**config.mk**
```make
export PLATFORM = sky130hd
export DESIGN_NAME = riscv_exec_ctrl
export DESIGN_NICKNAME = d
export VERILOG_FILES = /design/src/rtl/riscv_ctrl_pkg.sv /design/src/rtl/riscv_exec_ctrl_decode.sv /design/src/rtl/riscv_exec_ctrl.sv
export SDC_FILE = /design/constraint.sdc
export NUM_CORES = 1
export LEC_CHECK = 0
export ABC_AREA = 1
export CORE_AREA = 2 2 106 108
export DETAILED_ROUTE_END_ITERATION = 10
export DIE_AREA = 0 0 108 110
export GPL_TIMING_DRIVEN = 0
export PLACE_DENSITY = 0.7
export SETUP_SLACK_MARGIN = 0.02
export SLEW_MARGIN = 20
export SYNTH_ARGS = -nofsm -noshare
export SYNTH_HDL_FRONTEND = slang
export SYNTH_HIERARCHICAL = 1
export SYNTH_SLANG_ARGS = --single-unit
```
**constraint.sdc**
```tcl
create_clock -name clk -period 2.45 [get_ports clk]
set_input_delay 0.3675 -clock clk [delete_from_list [all_inputs] [get_ports clk]]
set_output_delay 0.3675 -clock clk [all_outputs]
set_load 0.02 [all_outputs]
```
**src/rtl/riscv_ctrl_pkg.sv**
```systemverilog
// Shared constants and types for the multi-cycle execute controller.
// Opcodes, ALU operation codes and the controller state encoding.
package riscv_ctrl_pkg;

   localparam logic [6:0] OP_RTYPE = 7'b0110011;
   localparam logic [6:0] OP_ITYPE = 7'b0010011;

   localparam logic [2:0] ALU_ADD = 3'b000;
   localparam logic [2:0] ALU_SUB = 3'b001;
   localparam logic [2:0] ALU_AND = 3'b010;
   localparam logic [2:0] ALU_OR  = 3'b011;
   localparam logic [2:0] ALU_XOR = 3'b100;
   localparam logic [2:0] ALU_SLT = 3'b101;

   localparam logic [6:0] F7_BASE = 7'b0000000;
   localparam logic [6:0] F7_ALT  = 7'b0100000;

   typedef enum logic [1:0] {
      IDLE,
      DECODE,
      EXEC,
      WB
   } state_t;

   // funct3 -> ALU code shared by R-type and I-type arithmetic
   function automatic logic [3:0] f3_alu(input logic [2:0] f3);
      logic [3:0] r;
      r = {1'b0, ALU_ADD};
      case (f3)
         3'b000: r = {1'b1, ALU_ADD};
         3'b100: r = {1'b1, ALU_XOR};
         3'b110: r = {1'b1, ALU_OR};
         3'b111: r = {1'b1, ALU_AND};
         3'b010: r = {1'b1, ALU_SLT};
         default: r = {1'b0, ALU_ADD};
      endcase
      return r;
   endfunction

endpackage

```
**src/rtl/riscv_exec_ctrl_decode.sv**
```systemverilog
// Combinational instruction decoder for the execute controller.
// Maps the latched instruction to ALU control, immediate and legality.
module riscv_decode
   import riscv_ctrl_pkg::*;
#(
   parameter int XLEN   = 32,
   parameter int REG_AW = 5
) (
   input  logic [31:0]       ir,
   output logic [REG_AW-1:0] rs1,
   output logic [REG_AW-1:0] rs2,
   output logic [REG_AW-1:0] rd,
   output logic [2:0]        alu_ctrl,
   output logic              alu_src_imm,
   output logic [XLEN-1:0]   imm,
   output logic              legal
);

   logic [6:0] opc;
   logic [6:0] f7;
   logic [2:0] f3;
   logic [3:0] f3d;
   logic       is_r;
   logic       is_i;

   assign opc  = ir[6:0];
   assign f3   = ir[14:12];
   assign f7   = ir[31:25];
   assign f3d  = f3_alu(f3);
   assign is_r = (opc == OP_RTYPE);
   assign is_i = (opc == OP_ITYPE);

   assign rs1 = REG_AW'(ir[19:15]);
   assign rd  = REG_AW'(ir[11:7]);

   always_comb begin
      alu_ctrl    = ALU_ADD;
      alu_src_imm = 1'b0;
      imm         = '0;
      legal       = 1'b0;
      rs2         = REG_AW'(ir[24:20]);
      unique case (1'b1)
         is_r && f7 == F7_BASE && f3d[3]: begin
            legal    = 1'b1;
            alu_ctrl = f3d[2:0];
         end
         is_r && f7 == F7_ALT && f3 == 3'b000: begin
            legal    = 1'b1;
            alu_ctrl = ALU_SUB;
         end
         is_i && f3d[3]: begin
            legal       = 1'b1;
            alu_ctrl    = f3d[2:0];
            alu_src_imm = 1'b1;
            imm         = {{(XLEN-12){ir[31]}}, ir[31:20]};
            rs2         = '0;
         end
         default: ;
      endcase
   end

endmodule

```
**src/rtl/riscv_exec_ctrl.sv**
```systemverilog
// Multi-cycle IDLE/DECODE/EXEC/WB controller for regfile and ALU.
// Optional RETIRE_CNT_EN adds a legal-retire counter output.
module riscv_exec_ctrl
   import riscv_ctrl_pkg::*;
#(
   parameter int XLEN   = 32,
   parameter int REG_AW = 5
) (
   input  logic              clk,
   input  logic              rst_n,
   input  logic [31:0]       instr,
   input  logic              instr_valid,
   output logic              instr_ready,
   input  logic              stall,
   output logic [REG_AW-1:0] rs1_addr,
   output logic [REG_AW-1:0] rs2_addr,
   output logic [REG_AW-1:0] rd_addr,
   output logic [2:0]        alu_ctrl,
   output logic              alu_src_imm,
   output logic [XLEN-1:0]   imm,
   output logic              reg_write,
   output logic              retire,
   output logic              illegal,
   output logic              busy
`ifdef RETIRE_CNT_EN
   ,
   output logic [31:0]       retire_count
`endif
);

   state_t state;
   state_t state_n;

   logic [31:0]       ir;
   logic              legal_q;
   logic [REG_AW-1:0] d_rs1;
   logic [REG_AW-1:0] d_rs2;
   logic [REG_AW-1:0] d_rd;
   logic [2:0]        d_alu;
   logic              d_src;
   logic [XLEN-1:0]   d_imm;
   logic              d_legal;

   riscv_decode #(
      .XLEN   (XLEN),
      .REG_AW (REG_AW)
   ) u_dec (
      .ir          (ir),
      .rs1         (d_rs1),
      .rs2         (d_rs2),
      .rd          (d_rd),
      .alu_ctrl    (d_alu),
      .alu_src_imm (d_src),
      .imm         (d_imm),
      .legal       (d_legal)
   );

   always_ff @(posedge clk) begin
      if (!rst_n) state <= IDLE;
      else        state <= state_n;
   end

   always_comb begin
      state_n = state;
      unique case (state)
         IDLE:    if (instr_valid) state_n = DECODE;
         DECODE:  state_n = EXEC;
         EXEC:    if (!stall) state_n = WB;
         WB:      state_n = IDLE;
         default: state_n = IDLE;
      endcase
   end

   always_ff @(posedge clk) begin
      if (!rst_n) begin
         ir          <= '0;
         legal_q     <= 1'b0;
         rs1_addr    <= '0;
         rs2_addr    <= '0;
         rd_addr     <= '0;
         alu_ctrl    <= ALU_ADD;
         alu_src_imm <= 1'b0;
         imm         <= '0;
      end else begin
         if (state == IDLE && instr_valid) ir <= instr;
         if (state == DECODE) begin
            legal_q     <= d_legal;
            rs1_addr    <= d_rs1;
            rs2_addr    <= d_rs2;
            rd_addr     <= d_rd;
            alu_ctrl    <= d_alu;
            alu_src_imm <= d_src;
            imm         <= d_imm;
         end
      end
   end

   // Strobes come straight from WB so a reset drops any pending write
   assign instr_ready = (state == IDLE);
   assign busy        = (state != IDLE);
   assign retire      = (state == WB);
   assign illegal     = retire && !legal_q;
   assign reg_write   = retire && legal_q && (rd_addr != '0);

`ifdef RETIRE_CNT_EN
   always_ff @(posedge clk) begin
      if (!rst_n)                retire_count <= '0;
      else if (retire && legal_q) retire_count <= retire_count + 32'd1;
   end
`endif

endmodule

```
# Word level (Yosys, flattened, before mapping)
# Index checks and enable logic that the tools add are counted.
# word_totals
reg_bits	86
inputBits	36
out_inout_bits	56
word_cells	48
# op_classes
n_eq_ne	12
muxes	9
reduce_logical	18
# ops
op	count
$mux 32	1
$pmux 4 s5	1
$eq 7x6->1 const B	2
$eq 3x3->1 const B	3
$logic_and 1x1->1	9
$pmux 2 s4	1
$eq 7x5->1 const B	1
$logic_not 7->1	1
$pmux 3 s2	1
$mux 5	1
$reduce_bool 5->1	1
$eq 2x2->1 const B	2
$mux 2	2
$ne 2x2->1 const B	2
$eq 3x2->1 const B	1
$logic_not 3->1	1
$reduce_or 3->1	1
$eq 2x1->1 const B	1
$logic_not 2->1	1
$mux 1	2
$reduce_and 2->1	1
$reduce_bool 2->1	1
$reduce_or 2->1	1
$logic_not 1->1	1

# Logic depth before layout (Yosys ltp)
# Gate-level depths: netlist of the first run.
# depth
depth_word	5
mapped_depth	10
mapped_depth_nobuf	10

# Cells and area by module
# Netlist of the first run, hierarchy kept.
# by_module_without_submodules
mod	instances	cells_per_inst	area_per_inst_um2	seq_area_each_um2
riscv_exec_ctrl	1	396	3164.3	1721.7
riscv_decode	1	94	524.3	0.0

# Worst setup path before layout of the first run
# OpenSTA, ideal clock, no wires.
# synth_path
kind	register to register
from	register ir[5]
to	register imm[12]
setup_ps	64
arrival_time_ps	1689
t_required_ps	2386
slack_ps	697
path_stages_with_launch	9
path_buffers	1
cell_sequence	dfxtp_1 nor2_1 nand2_1 nor2_2 nand2_2 nor2_1 buf_4 nor2_1 nor2_1
# synth_between
elab_chain_len	3
# synth_rtl
item	line_no	rtl
start, declared	riscv_exec_ctrl.sv:34	logic [31:0] ir;
start signal, assigned	riscv_exec_ctrl.sv:85	if (state == IDLE && instr_valid) ir <= instr;
$eq 7x5->1	riscv_exec_ctrl_decode.sv:31	assign is_i = (opc == OP_ITYPE);
$logic_and 1x1->1	riscv_exec_ctrl_decode.sv:51	is_i && f3d[3]: begin
$mux 32	riscv_exec_ctrl_decode.sv:42	unique case (1'b1)
named net d_imm[12]	riscv_exec_ctrl.sv:41	logic [XLEN-1:0] d_imm;
end signal, assigned	riscv_exec_ctrl.sv:93	imm <= d_imm;
end, declared	riscv_exec_ctrl.sv:20	output logic [XLEN-1:0] imm,
# The timed path passes the listed nets, and every way through them passes these cells.
# A chain may end at the register's enable or synchronous reset.

# Final worst setup path of the first run
# layout_path
from	register state[0]
to	output busy
# layout_between
elab_chain_len	1
# layout_rtl
item	line_no	rtl
start, declared	riscv_exec_ctrl.sv:31	state_t state;
start signal, assigned	riscv_exec_ctrl.sv:60	else state <= state_n;
$reduce_bool 2->1	riscv_exec_ctrl.sv:100	assign busy = (state != IDLE);
end, declared	riscv_exec_ctrl.sv:24	output logic busy
# Every way passes these cells.

==> results.sh, run 1 <==
export IMPL_outcome="completed"
export IMPL_synth_nets=531
export IMPL_critPathRequiredTime_ns=2.08
export IMPL_cts_sinks=86
export IMPL_max_freq_mhz=466.8
export IMPL_syn_area_um2=3689
export IMPL_nFillCells=1074
export IMPL_grt_pass1_vias=3000
export IMPL_cts_buffers=9
export IMPL_drt_vias_per_instance=4.298
export IMPL_clkTransAtPathRegs_ns=0.09
export IMPL_cts_resized=0
export IMPL_dr_total_vias=3163
export IMPL_first_pass_iters=4
export IMPL_antenna_left=0
export IMPL_synth_warning_count=6
export IMPL_grt_pass1_wl_mm=14.01
export IMPL_multi_input_area_um2=1420
export IMPL_final_util_pct=46.66
export IMPL_ir_drop_v=0.0004043
export IMPL_worst_pin_slew_ns=0.8682
export IMPL_hold_viol=0
export IMPL_hpwlAfterDp_mm=6.412
export IMPL_synthCells=490
export IMPL_num_rows=38
export IMPL_yosysUniqueCellTypes=21
export IMPL_synth_avg_cell_area_um2=7.528
export IMPL_powerDensity_nw_per_um2=1206
export IMPL_start_util_pct=34.48
export IMPL_num_antenna_cells=0
export IMPL_fp_coreArea_um2=10700
export IMPL_cts_root_buf="clkbuf_8"
export IMPL_post_cts_buffers=0
export IMPL_io_buffer_count=90
export IMPL_cp_end_kind="primary output"
export IMPL_clk_path_buf_depth=2
export IMPL_finalSetupTns_ns=0
export IMPL_hp_class="in2reg"
export IMPL_grt_overflow=0
export IMPL_drive_above_1_share_pct=14.77
export IMPL_grt_max_degree=22
export IMPL_maxSlewViolCount=0
export IMPL_seq_area_frac_synth_pct=46.68
export IMPL_htreeDepth=3
export IMPL_timing_final_crit_share_pct=87.45
export IMPL_syn2layout_area_growth_pct=35.31
export IMPL_fin_nets=632
export IMPL_drc=0
export IMPL_ys_ff_latch=86
export IMPL_min_period_ns=2.142
export IMPL_ios=92
export IMPL_fin_skew_ns=0.01300
export IMPL_cts_tree="yes"
export IMPL_synth_area_leaders="dfxtp_1 47%, nor2_1 19%, o21ai_0 8.4%"
export IMPL_leakage_nw=2.221
export IMPL_cp_max_fo=4
export IMPL_drt_initial_drc_count=126
export IMPL_dieArea_um2=11880
export IMPL_antenna_found_initial=0
export IMPL_finalSetupViolCount=0
export IMPL_die_w_um=108
export IMPL_relSlewSlack_pct=42.06
export IMPL_critPathKind="reg2out"
export IMPL_startpoint_type="flip-flop"
export IMPL_finalWirelength_mm=8.630
export IMPL_rsz0062_at_grt="false"
export IMPL_seq_area_um2=1722
export IMPL_synth_top_cell_by_area="dfxtp_1"
export IMPL_synth_top_area_share_pct=46.68
export IMPL_gp_congestion=0.8149
export IMPL_dieHeight_um=110
export IMPL_cts_hold_buf=0
export IMPL_grt_util_all_layers_pct=15.30
export IMPL_clk_latency_ns=0.36
export IMPL_cp_arrival_ns=1.77
export IMPL_drv_cap=0
export IMPL_wl_per_cell_um=11.73
[final timing paths]
path	startpoint	end	slack [ns]	cells after the start
hold reg to reg	ir[22]$_SDFFE_PN0P_	ir[22]$_SDFFE_PN0P_	0.49	2
setup / recovery	state[0]$_SDFFE_PN0P_	busy	0.31	4
hold / removal	rst_n	alu_ctrl[1]$_SDFFE_PN0N_	0.29	3
setup reg to reg	ir[5]$_SDFFE_PN0P_	imm[25]$_SDFFE_PN0N_	0.55	8
[synth_stat cells]
library cell  count
dfxtp_1          86
nor2_4            1
clkinv_2          1
or2_2             1
nand2_1          18
nand3b_1          2
buf_4            30
ha_1              5
clkbuf_2          7
inv_2             1
clkbuf_8          3
a21oi_1           5
o21ai_0          62
nor2_2           10
nand3_1           5
buf_2             5
inv_1            24
nand2_2           2
o21ai_1          22
buf_6            11
nor2_1          189
[per-stage QoR]
| step | setup slack [ns] | std cells | instance area (µm²) | hold WS [ns] | power [mW] |
|---|---|---|---|---|---|
| floorplan | 0.6966 | 490 | 3689 | 0.4540 | 3.850 |
| global placement | 0.1738 | 720 | 4765 | 0.4618 | 4.891 |
| detailed placement | 0.5280 | 720 | 4767 | 0.4716 | 4.964 |
| CTS | 0.2748 | 736 | 4991 | 0.2830 | 6.095 |
| global route | 0.1682 | 736 | 4991 | 0.2889 | 6.476 |
| finish | 0.3076 | 736 | 4991 | 0.2942 | 6.017 |
[critical path, stage by stage, from the launching register on]
cell and delay, ns:
dfxtp_1 0.40, inv_1 0.10, ha_1 0.26, inv_1 0.07, clkdlybuf4s50_1 0.60
[logic make-up after synthesis]
kind of cell / after synthesis / synth area share [%]
buffers and inverters: 82 / 14.89
AND/OR/NAND/NOR: 228 / 24.66
adder cells (fa/ha/maj): 5 / 1.696
flip-flops: 86 / 46.68
AO/OA/AOI/OAI: 89 / 12.08
[cells in the final DEF (no fill, tap or decap), types with 2 or more instances in the layout]
cell,count
a21oi_1,5
clkbuf_2,7
o21ai_0,62
nand3_1,5
clkdlybuf4s50_1,90
clkinv_4,2
bufinv_16,2
clkbuf_8,13
nor2_1,188
nand3b_1,2
nand2_1,18
nand2_2,2
ha_1,5
inv_1,24
dfxtp_1,86
o21ai_1,22
buf_2,5
buf_6,11
clkinv_2,2
nor2_2,11
buf_4,30
[registers in the layout (all words and copies together) (netlist names)]
register	count
rs2_addr	5
rd_addr	5
alu_src_imm	1
state	2
legal_q	1
imm	32
alu_ctrl	3
rs1_addr	5
ir	32
[where the power goes]
group          leakage [nW]  internal (mW)  switching, mW
Clock                 0.113          0.604          0.509
Sequential            0.709           1.90          0.273
Combinational          1.40           1.22           1.51
Total                  2.22           3.72           2.29
[cell type report]
class	count	area share (%)
tap	140	3.510
multi-input combinational	322	28.45
timing repair buffer	90	18.05
buffer	56	9.025
inverter	26	1.980
clock buffer	11	2.833
sequential	86	34.49
clock inverter	5	1.655
[metal layers]
layer / part of all wire, % / track usage [%] / up-vias
met2: 48 / 25.38 / 63
met5: 0 / 0 / -
met1: 46 / 18.63 / 1385
li1: - / - / 1703
met3: 4.7 / 4.174 / 12
met4: 2.2 / 6.868 / 0
Power figures use the tool's default switching activity.
==> run 2: changes to the inputs <==
--- a/config.mk
+++ b/config.mk
@@ -12,8 +12,10 @@
 export GPL_TIMING_DRIVEN = 0
 export PLACE_DENSITY = 0.7
 export SETUP_SLACK_MARGIN = 0.02
+export SKIP_CTS_REPAIR_TIMING = 1
 export SLEW_MARGIN = 20
 export SYNTH_ARGS = -nofsm -noshare
 export SYNTH_HDL_FRONTEND = slang
 export SYNTH_HIERARCHICAL = 1
 export SYNTH_SLANG_ARGS = --single-unit
+export TNS_END_PERCENT = 5
==> results of run 2 <==
No change in the layout: final DEF, timing and power equal those of run 1.
